<file path="config.mk">
export PLATFORM = sky130hd
export DESIGN_NAME = gan_result_streamer
export DESIGN_NICKNAME = d
export VERILOG_FILES = /design/src/rtl/gan_result_streamer.sv
export SDC_FILE = /design/constraint.sdc
export NUM_CORES = 1
export LEC_CHECK = 0
export ABC_AREA = 1
export CORE_MARGIN = 5
export CORE_UTILIZATION = 45
export CTS_BUF_LIST = sky130_fd_sc_hd__clkbuf_4 sky130_fd_sc_hd__clkbuf_8
export DETAILED_ROUTE_END_ITERATION = 8
export PLACE_DENSITY = 0.72
export SYNTH_ARGS = -nofsm -noshare
export SYNTH_HDL_FRONTEND = slang
export SYNTH_SLANG_ARGS = --single-unit
</file>
<file path="constraint.sdc">
create_clock -name Clock -period 4.45 [get_ports Clock]
set_input_delay 0.89 -clock Clock [delete_from_list [all_inputs] [get_ports Clock]]
set_output_delay 0.89 -clock Clock [all_outputs]
set_load 0.05 [all_outputs]
</file>
<file path="src/rtl/gan_result_streamer.sv">
// gan_result_streamer
//   Reader/transmitter side of the GAN result memory. A Done pulse snapshots the
//   four signed 32-bit results f1..f4. They are then sent as one framed stream over
//   valid/ready: a header beat, the data beats (f1 first, most-significant beat
//   first), and finally an XOR checksum of the data beats.
// Ports
//   Clock        rising-edge system clock
//   Reset        synchronous, active-high reset
//   Done         one-cycle pulse, f1..f4 valid in that cycle
//   f1..f4       signed 32-bit results, sent raw
//   Tx_data      current beat (BEAT_W bits)
//   Tx_valid     Tx_data / Tx_last valid
//   Tx_ready     sink accepts a beat
//   Tx_last      checksum (final) beat of a frame
//   Busy         a frame is in progress
//   Overrun      sticky: a Done pulse was dropped
//   Frame_count  completed frames, wraps 255 -> 0
module gan_result_streamer #(
  parameter int unsigned       BEAT_W = 8,
  parameter logic [BEAT_W-1:0] HEADER = 'hA5
) (
  input  logic               Clock,
  input  logic               Reset,
  input  logic               Done,
  input  logic signed [31:0] f1,
  input  logic signed [31:0] f2,
  input  logic signed [31:0] f3,
  input  logic signed [31:0] f4,
  output logic [BEAT_W-1:0]  Tx_data,
  output logic               Tx_valid,
  input  logic               Tx_ready,
  output logic               Tx_last,
  output logic               Busy,
  output logic               Overrun,
  output logic [7:0]         Frame_count
);

  localparam int unsigned BPR    = 32 / BEAT_W;
  localparam int unsigned NBEATS = 4 * BPR;
  localparam int unsigned CW     = $clog2(NBEATS);
  localparam logic [CW-1:0] LAST_BEAT = CW'(NBEATS - 1);

  localparam logic [1:0] S_IDLE   = 2'd0;
  localparam logic [1:0] S_HEADER = 2'd1;
  localparam logic [1:0] S_DATA   = 2'd2;
  localparam logic [1:0] S_CHECK  = 2'd3;

  logic [1:0]        state;
  logic [127:0]      shadow;     // {f1,f2,f3,f4}, so beat 0 is the top slice
  logic [CW-1:0]     beat_idx;
  logic [CW-1:0]     beat_inc;
  logic [BEAT_W-1:0] csum;
  logic              xfer;
  logic              take_done;

  // Beat idx of the frame payload, most-significant slice first.
  function automatic logic [BEAT_W-1:0] slice_of(input logic [127:0] vec,
                                                 input logic [CW-1:0] idx);
    logic [127:0] sh;
    sh = vec << (int'(idx) * BEAT_W);
    return sh[127 -: BEAT_W];
  endfunction

  assign xfer      = Tx_valid && Tx_ready;
  assign beat_inc  = beat_idx + CW'(1);
  // A new frame may start from IDLE or exactly on the checksum handshake.
  assign take_done = Done && ((state == S_IDLE) || ((state == S_CHECK) && xfer));
  // Tx_valid is high in every non-IDLE state, so it doubles as Busy.
  assign Busy      = Tx_valid;

  always_ff @(posedge Clock) begin
    if (Reset) begin
      state       <= S_IDLE;
      shadow      <= '0;
      beat_idx    <= '0;
      csum        <= '0;
      Tx_data     <= '0;
      Tx_valid    <= 1'b0;
      Tx_last     <= 1'b0;
      Overrun     <= 1'b0;
      Frame_count <= '0;
    end else begin
      if (Done && !take_done)
        Overrun <= 1'b1;

      case (state)
        S_HEADER: begin
          if (xfer) begin
            Tx_data  <= slice_of(shadow, '0);
            beat_idx <= '0;
            state    <= S_DATA;
          end
        end
        S_DATA: begin
          if (xfer) begin
            csum <= csum ^ Tx_data;
            if (beat_idx == LAST_BEAT) begin
              Tx_data <= csum ^ Tx_data;
              Tx_last <= 1'b1;
              state   <= S_CHECK;
            end else begin
              beat_idx <= beat_inc;
              Tx_data  <= slice_of(shadow, beat_inc);
            end
          end
        end
        S_CHECK: begin
          if (xfer) begin
            Frame_count <= Frame_count + 8'd1;
            Tx_last     <= 1'b0;
            Tx_valid    <= 1'b0;
            Tx_data     <= '0;
            state       <= S_IDLE;
          end
        end
        default: ;
      endcase

      // Frame start is shared by IDLE and the CHECK-handshake restart; placed
      // after the case so it overrides the return-to-IDLE assignments.
      if (take_done) begin
        shadow   <= {f1, f2, f3, f4};
        csum     <= '0;
        beat_idx <= '0;
        Tx_data  <= HEADER;
        Tx_valid <= 1'b1;
        Tx_last  <= 1'b0;
        state    <= S_HEADER;
      end
    end
  end

endmodule
</file>
## Word level (Yosys, flattened, before mapping)

Index checks and enable logic that the tools add are counted.

- Register bits after elaboration: 161
- Word-level logic and storage cells: 73

- Bitwise gates (word level): 1
- Reduce and logical (&&, ||, !) cells: 23
- Equal/unequal tests: 13
- Add/subtract/negate cells: 2
- Mux-type cells: 22
- Shifts and indexed selects: 1

Operators with widths:

| cell | count |
|---|---|
| 128-bit by 7-bit << shifter with 128-bit output | 1 |
| 8-bit 2-to-1 mux | 5 |
| 8-bit case mux with 3 select lines | 1 |
| 4-bit AND reduction | 4 |
| 4-bit 2-to-1 mux | 3 |
| 3-bit != test, second input constant | 4 |
| 2-bit != test, second input constant | 5 |
| 5-bit AND reduction | 2 |
| 8-bit by 1-bit adder with 8-bit output, second input constant | 1 |
| 2-bit 2-to-1 mux | 4 |
| 4-bit case mux with 2 select lines | 1 |
| 2-bit nonzero test | 4 |
| 8-bit XOR | 1 |
| 1-bit 2-to-1 mux | 6 |
| 2-bit case mux with 3 select lines | 1 |
| 2-bit AND reduction | 3 |
| 4-bit by 1-bit adder with 4-bit output, second input constant | 1 |
| 2-bit equality test, second input constant | 2 |
| 4-bit equality test, second input constant | 1 |
| 1-bit logical AND | 4 |
| 4-bit nonzero test | 1 |
| 3-bit nonzero test | 1 |
| 2-bit by 1-bit equality test with 1-bit output, second input constant | 1 |
| 2-bit logical NOT | 1 |
| 4 further kinds | 4 |

## Logic depth before layout (Yosys ltp)

Gate-level depths: netlist (run 1).

- Word-level depth: 6
- Mapped depth: 11
- Mapped depth without buffers: 10

## Worst setup path after synthesis (run 1)

OpenSTA, ideal clock, no wires.

- Path kind: input to register
- Start point: in Tx_ready
- End point: reg shadow[10]
- Buffers on the path: 2
- Stages: 9
- Data arrival time: 1.848 ns
- Slack: 2.483 ns
- Library setup time: 0.119 ns
- Cell sequence: nand2_2 > nor2_4 > inv_2 > nand2_1 > nand2_2 > buf_2 > buf_2 > o21ai_0 > a21oi_1

- Longest elaborated chain between the ends: 4

Ends and longest elaborated chain:

| item | line | source |
|---|---|---|
| from (decl) | 31 | `input logic Tx_ready,` |
| 1-bit logical AND | 64 | `assign xfer = Tx_valid && Tx_ready;` |
| 1-bit logical AND | 67 | `assign take_done = Done && ((state == S_IDLE) \|\| ((state == S_CHECK) && xfer));` |
| 1-bit logical OR | 67 |  |
| 1-bit logical AND | 67 |  |
| to (signal assigned) | 122 | `shadow <= {f1, f2, f3, f4};` |
| to (decl) | 49 | `logic [127:0] shadow;` |

No other way between the ends.
A chain may end at the register's enable or synchronous reset.

## Worst setup path in the final report (run 1)

- Start point: reg beat_idx[0]
- End point: reg Tx_data[2]

- Longest elaborated chain between the ends: 6

Ends and longest elaborated chain:

| item | line | source |
|---|---|---|
| from (decl) | 50 | `logic [CW-1:0] beat_idx;` |
| from (signal assigned) | 102 | `beat_idx <= beat_inc;` |
| 4-bit by 1-bit adder with 4-bit output | 65 | `assign beat_inc = beat_idx + CW'(1);` |
| 128-bit by 7-bit << shifter with 128-bit output | 60 | `sh = vec << (int'(idx) * BEAT_W);` |
| 8-bit 2-to-1 mux * | 97 | `if (beat_idx == LAST_BEAT) begin` |
| 8-bit 2-to-1 mux * | 95 | `if (xfer) begin` |
| 8-bit case mux with 3 select lines * | 86 | `case (state)` |
| 8-bit 2-to-1 mux * | 121 | `if (take_done) begin` |
| to (signal assigned) | 89 | `Tx_data <= slice_of(shadow, '0);` |
| to (signal assigned) | 98 | `Tx_data <= csum ^ Tx_data;` |
| to (signal assigned) | 103 | `Tx_data <= slice_of(shadow, beat_inc);` |
| to (decl) | 29 | `output logic [BEAT_W-1:0] Tx_data,` |

Every way passes the cells marked *; elsewhere a longest branch is shown, timed or not. The select of a mux whose other input is x is not followed.

==> key figures, run 1 <==
Critical path
  • Reg2reg end: Tx_data[2]$_SDFFE_PP0P_
  • Crit path cell chain: buf_4, inv_2, nand2_1, nand3_1, nand3_1, nand3_1, nand3_1, nand2_1, a21oi_1
  • Critical path's slowest cell: buf_4
  • Reg-to-reg slack, setup: 1.62 ns
  • Worst EP required: 4.84 ns
  • CP dominant cell by count: nand3_1
  • Startpoint types: flop
  • Reg2Reg Depth: 9
  • Worst setup path class: flop to flop
  • Arr. time, crit path: 3.22 ns
  • Largest stage delay, worst path: 0.70 ns
  • Worst setup EP type: flop
  • Critical R2R Launch: beat_idx[0]$_SDFFE_PP0P_
  • Bufs and invs on worst path: 2
  • CP top delay family: buffers and inverters
  • Crit-path max FO: 73

Cells and area
  • # diodes: 0
  • Layout fillers: 1,546
  • Commonest non-fill, non-tap cells in the layout: nand2_1 (167), dfxtp_1 (160), clkdlybuf4s50_1 (151), a21oi_1 (145), o21ai_0 (145)
  • Most common cell after layout, fill and taps aside: nand2_1
  • Final core utilization: 58.0%
  • Layout cell share with drive strength beyond 1: 4.07%
  • Synthesis-to-finish area growth: 26.0%
  • Layout Nets: 1,308

Placement
  • Hpwl dp: 13,900 um
  • Final Wtd Congestion: 0.844
  • Port buffer count: 151

Global route
  • Vias in the first global route: 6,298
  • Largest net degree at the start of global routing: 103
  • First-pass GRT wire length: 31,100 um
  • Total track usage: 20.8%
  • Remaining global-route overflow: 0
  • Initial antenna violation count: 0

Routing
  • Antenna-violating nets left: 0
  • Routed Wire Length: 20,200 um
  • Routed vias/inst: 5.13
  • DRC viols: 0
  • Iter 0 DRT Violations: 708
  • DR WL/cell: 14.5 um
  • DRT Pass-1 Iters: 5
  • Vias: 7,159

Synthesis
  • Netlist cell types: 27
  • Syn_area_per_cell: 6.91 um2
  • Count of state elements after synthesis: 161
  • Mapped Cells: 1,062
  • Sequential fraction of the synthesis area: 43.9%
  • Syn_nets: 1,201
  • Synthesized area: 7330 um2
  • YS warnings: 0

Power and ir drop
  • Worst vdd ir: 329 uV
  • Power per cell area: 433 nW/um2
  • Lkg Pwr: 3.74 nW

STA
  • Max Freq: 354 MHz
  • Final setup fails: 0
  • Worst Skew: 0.0138 ns
  • Tcrit/Tclk final: 63.5%
  • Final Max Tran Viols: 0
  • Worst slew margin: 40.2%
  • Hold Fails Final Rpt: 0
  • Clock period minus final worst setup slack: 2.83 ns
  • Worst-Margin Slew: 0.897 ns
  • Setup TNS: 0 ns
  • RSZ-0062 raised after global routing: false

CTS
  • CTS buffer count: 17
  • Post-CTS setup buffers: 0
  • Post_cts resized: 0
  • Root buf cell: clkbuf_8
  • Clk sink count: 161
  • CTS tree: built
  • Clock Latency Late Sink: 0.45 ns
  • Longest Clk Path Bufs: 2
  • H-tree depth: 4
  • Count of hold-fix buffers inserted at cts: 0
  • CTS clk-pin slew, worst paths: 0.08 ns

Floorplanning
  • Die Ht: 138 um
  • Die W: 138 um
  • Placeable Area: 15,900 um2
  • I/O Pins: 152
  • Row cnt: 46
  • Die area: 19,000 um2
  • Initial Utilization: 46.0%

Hold path
  • Hold EP: Overrun$_SDFFE_PP0P_
  • Hold path start: Overrun$_SDFFE_PP0P_
  • Hold Crit Class: flop to flop
  • WHS Path Cells: 2

Status
  • Outcome: finished, final reports clean

Job
  • # Max-Cap Violations: 0
==> worst max-delay path by stage <==
stage / startpoint / end / slack, ns / depth (start not counted)
CTS: beat_idx[0]$_SDFFE_PP0P_ / Tx_data[2]$_SDFFE_PP0P_ / 1.66 / 9
global placement: Tx_ready / shadow[21]$_SDFFE_PP0P_ / 1.34 / 9
floorplan: Tx_ready / shadow[10]$_SDFFE_PP0P_ / 2.48 / 9
finish: beat_idx[0]$_SDFFE_PP0P_ / Tx_data[2]$_SDFFE_PP0P_ / 1.62 / 9
detailed placement: Tx_ready / shadow[62]$_SDFFE_PP0P_ / 1.25 / 9
global route: beat_idx[0]$_SDFFE_PP0P_ / Tx_data[0]$_SDFFE_PP0P_ / 1.40 / 9
==> worst register-to-register path, cell delays in order, from the launching register on <==
cell and delay (ns):
dfxtp_2 0.54, buf_4 0.70, inv_2 0.57, nand2_1 0.20
nand3_1 0.11, nand3_1 0.13, nand3_1 0.15, nand3_1 0.18
nand2_1 0.07, a21oi_1 0.12
==> flip-flops by register name, summed over array words and instances, names as in the netlist <==
name         count
Tx_last          1
Tx_data          8
Overrun          1
Busy             1
beat_idx         4
state            2
Frame_count      8
csum             8
shadow         128
==> kinds of logic after synthesis <==
kind of cell / count (synthesis) / share of synthesized area, %
simple gates: 381 / 21.6
compound gates: 299 / 20.6
buf+inv: 203 / 11.2
flops: 161 / 43.9
xor+xnor: 11 / 1.52
fa+ha+maj: 7 / 1.19
==> metal layers <==
layer	global-route usage, %	routed length, um
met1	29.3	9270
met2	32.3	9130
met3	4.78	1570
met4	5.04	207
met5	0	0
==> final cells by class <==
type	count	area, um2	share of cell area (%)
multi-input combinational	698	3310	35.8
sequential	161	3220	34.9
clock buffer	25	325	3.52
timing repair buffer	158	1560	16.9
inverter	133	499	5.40
clock inverter	5	52.6	0.569
tap	216	270	2.92
==> synthesized netlist by cell type <==
cell type | instances | area (um2)
dfxtp_1 | 161 | 3220
xor2_1 | 4 | 35.0
o21ai_1 | 3 | 15.0
xnor2_2 | 1 | 16.3
buf_1 | 2 | 7.51
nor2_4 | 1 | 11.3
o21a_1 | 3 | 22.5
ha_1 | 7 | 87.6
clkinv_1 | 1 | 3.75
a21oi_1 | 145 | 726
o211ai_1 | 1 | 7.51
a31oi_1 | 1 | 6.26
inv_2 | 4 | 15.0
nand2_1 | 167 | 627
a211oi_1 | 1 | 7.51
nor2_1 | 100 | 375
xor2_2 | 1 | 16.3
buf_4 | 4 | 30.0
xnor2_1 | 5 | 43.8
nor3_1 | 2 | 10.0
buf_2 | 33 | 165
o21ai_0 | 145 | 726
nand2_2 | 2 | 12.5
clkbuf_1 | 31 | 116
nor3b_1 | 1 | 7.51
inv_1 | 128 | 480
nand3_1 | 108 | 541
==> metrics by stage <==
step	hold slack, ns	power (mW)	instance area, um2	instances	worst slack [ns]
3_3_place_gp	0.438	2.97	8860	1366	1.34
3_5_place_dp	0.439	2.99	8860	1366	1.25
5_1_grt	0.470	4.25	9240	1396	1.40
4_1_cts	0.452	4.02	9240	1396	1.66
6_report	0.450	4.00	9240	1396	1.62
2_1_floorplan	0.429	2.65	7330	1062	2.48
==> power breakdown <==
| part | leakage (nW) | total [mW] | switching, mW | internal, mW |
|---|---|---|---|---|
| clock | 0.198 | 1.03 | 0.504 | 0.527 |
| sequential | 1.33 | 1.81 | 0.101 | 1.70 |
| combinational | 2.21 | 1.16 | 0.742 | 0.421 |
Note: power is estimated with default switching activity, not from simulation.
==> run 2: changes to the inputs <==
--- a/config.mk
+++ b/config.mk
@@ -10,7 +10,7 @@
 export CORE_UTILIZATION = 45
 export CTS_BUF_LIST = sky130_fd_sc_hd__clkbuf_4 sky130_fd_sc_hd__clkbuf_8
 export DETAILED_ROUTE_END_ITERATION = 8
-export PLACE_DENSITY = 0.72
+export PLACE_DENSITY = 0.74
 export SYNTH_ARGS = -nofsm -noshare
 export SYNTH_HDL_FRONTEND = slang
 export SYNTH_SLANG_ARGS = --single-unit
==> constraint.sdc (replaced) <==
create_clock -name Clock -period 2.5 [get_ports Clock]
set_input_delay 0.5 -clock Clock [delete_from_list [all_inputs] [get_ports Clock]]
set_output_delay 0.5 -clock Clock [all_outputs]
set_load 0.05 [all_outputs]
==> run 2 against run 1 <==
Sequential share of layout area is 0.96 points lower. Count of clock-buffer cells in the layout is 3 lower. Final cell count is 0.86% higher. Total power is 89% higher. Flip-flop and latch count stayed put. Clock power is 110% higher. Die area stayed put. Highest routed layer unchanged.
==> key figures, run 2 (same netlist as run 1, synthesis figures left out) <==
Status
  • Outcome: finished, final reports clean

Routing
  • Routed Wire Length: 20,500 um
  • Vias: 7,228
  • DRT Pass-1 Iters: 5
  • DRC viols: 0
  • Iter 0 DRT Violations: 678
  • Routed vias/inst: 5.13
  • DR WL/cell: 14.6 um
  • Antenna-violating nets left: 0

Floorplanning
  • Die W: 138 um
  • Row cnt: 46
  • Initial Utilization: 46.0%
  • Die Ht: 138 um
  • I/O Pins: 152
  • Placeable Area: 15,900 um2
  • Die area: 19,000 um2

Cells and area
  • Commonest non-fill, non-tap cells in the layout: nand2_1 (167), dfxtp_1 (160), clkdlybuf4s50_1 (151), a21oi_1 (145), o21ai_0 (145)
  • # diodes: 0
  • Max reg flops: 128
  • Layout Nets: 1,322
  • Most common cell after layout, fill and taps aside: nand2_1
  • Synthesis-to-finish area growth: 29.6%
  • Layout cell share with drive strength beyond 1: 5.03%
  • Largest register by flop count: shadow

Global route
  • Largest net degree at the start of global routing: 68
  • Vias in the first global route: 6,849
  • Total track usage: 21.8%
  • First-pass GRT wire length: 32,800 um
  • Remaining global-route overflow: 0
  • Initial antenna violation count: 0

Power and ir drop
  • Worst vdd ir: 361 uV
  • Power per cell area: 795 nW/um2
  • Lkg Pwr: 3.87 nW

Hold path
  • Hold path start: shadow[8]$_SDFFE_PP0P_
  • Hold EP: shadow[8]$_SDFFE_PP0P_
  • WHS Path Cells: 2
  • Hold Crit Class: flop to flop

Critical path
  • Reg-to-reg slack, setup: 0.30 ns
  • Critical R2R Launch: state[0]$_SDFFE_PP0P_
  • Crit-path max FO: 4
  • Bufs and invs on worst path: 1
  • Reg2Reg Depth: 10
  • CP top delay family: buffers and inverters
  • Critical path depth: 1
  • Worst setup path class: flop to primary output
  • Crit path cell chain: clkdlybuf4s50_1
  • Worst setup EP type: primary output
  • Reg2reg end: Tx_data[4]$_SDFFE_PP0P_
  • Critical path's slowest cell: clkdlybuf4s50_1
  • Largest stage delay, worst path: 0.84 ns
  • Startpoint types: flop
  • Worst EP required: 2.00 ns
  • Arr. time, crit path: 1.71 ns

CTS
  • Clock Latency Late Sink: 0.46 ns
  • Root buf cell: clkbuf_8
  • Count of hold-fix buffers inserted at cts: 0
  • Post_cts resized: 0
  • Clk sink count: 161
  • CTS tree: built
  • Post-CTS setup buffers: 0
  • CTS clk-pin slew, worst paths: 0.08 ns
  • CTS buffer count: 17
  • H-tree depth: 4
  • Longest Clk Path Bufs: 2

STA
  • Worst Skew: 0.0113 ns
  • RSZ-0062 raised after global routing: false
  • Hold Fails Final Rpt: 0
  • WHS: 0.452 ns
  • Tcrit/Tclk final: 88.5%
  • Final Max Tran Viols: 0
  • Max Freq: 452 MHz
  • Worst-Margin Slew: 0.559 ns
  • Clock period minus final worst setup slack: 2.21 ns
  • Worst slew margin: 62.6%
  • Final setup fails: 0
  • Setup TNS: 0 ns

Placement
  • Hpwl dp: 14,400 um
  • Port buffer count: 151
  • Final Wtd Congestion: 0.873

Job
  • # Max-Cap Violations: 0
run 2: how the worst max path moves through the flow:
stage | slack, ns | start | to
global route | 0.09 | state[0]$_SDFFE_PP0P_ | Tx_data[5]$_SDFFE_PP0P_
CTS | 0.26 | Busy$_SDFFE_PP0P_ | Tx_valid
detailed placement | 0.28 | Tx_ready | shadow[122]$_SDFFE_PP0P_
finish | 0.29 | Busy$_SDFFE_PP0P_ | Busy
global placement | 0.34 | Tx_ready | Tx_data[0]$_SDFFE_PP0P_
floorplan | 0.67 | Busy$_SDFFE_PP0P_ | shadow[10]$_SDFFE_PP0P_
run 2: per-layer routing:
layer	global-route usage [%]	share of wire [%]	vias to the layer above	routed length (um)
li1	-	-	3660	-
met3	4.82	6.6	43	1360
met1	28.2	45	3290	9180
met5	0	0	-	0
met2	35.0	46	235	9390
met4	9.53	3.0	0	606
run 2: layout make-up:
| class | count | area [um2] |
|---|---|---|
| clock inverter | 6 | 155 |
| tap | 216 | 270 |
| inverter | 133 | 499 |
| sequential | 161 | 3220 |
| timing repair buffer | 172 | 1760 |
| multi-input combinational | 698 | 3310 |
| clock buffer | 22 | 290 |
| fill | 1515 | 6440 |
run 2: metrics by stage:
stage,setup slack (ns),cell area [um2],total power [mW],std cells,utilization (%)
2_1_floorplan,0.672,7330,4.71,1062,-
3_3_place_gp,0.344,9060,5.39,1380,56.8
3_5_place_dp,0.278,9060,5.43,1380,56.8
4_1_cts,0.263,9500,7.60,1408,59.6
5_1_grt,0.0899,9500,8.02,1408,59.6
6_report,0.288,9500,7.56,1408,59.6
run 2: power by group:
part           internal (mW)  switching [mW]  total (mW)  leakage (nW)
Combinational          0.828            1.34        2.16          2.31
Clock                   1.27           0.902        2.17         0.228
Sequential              3.03           0.189        3.22          1.33
Total                   5.13            2.43        7.56          3.87
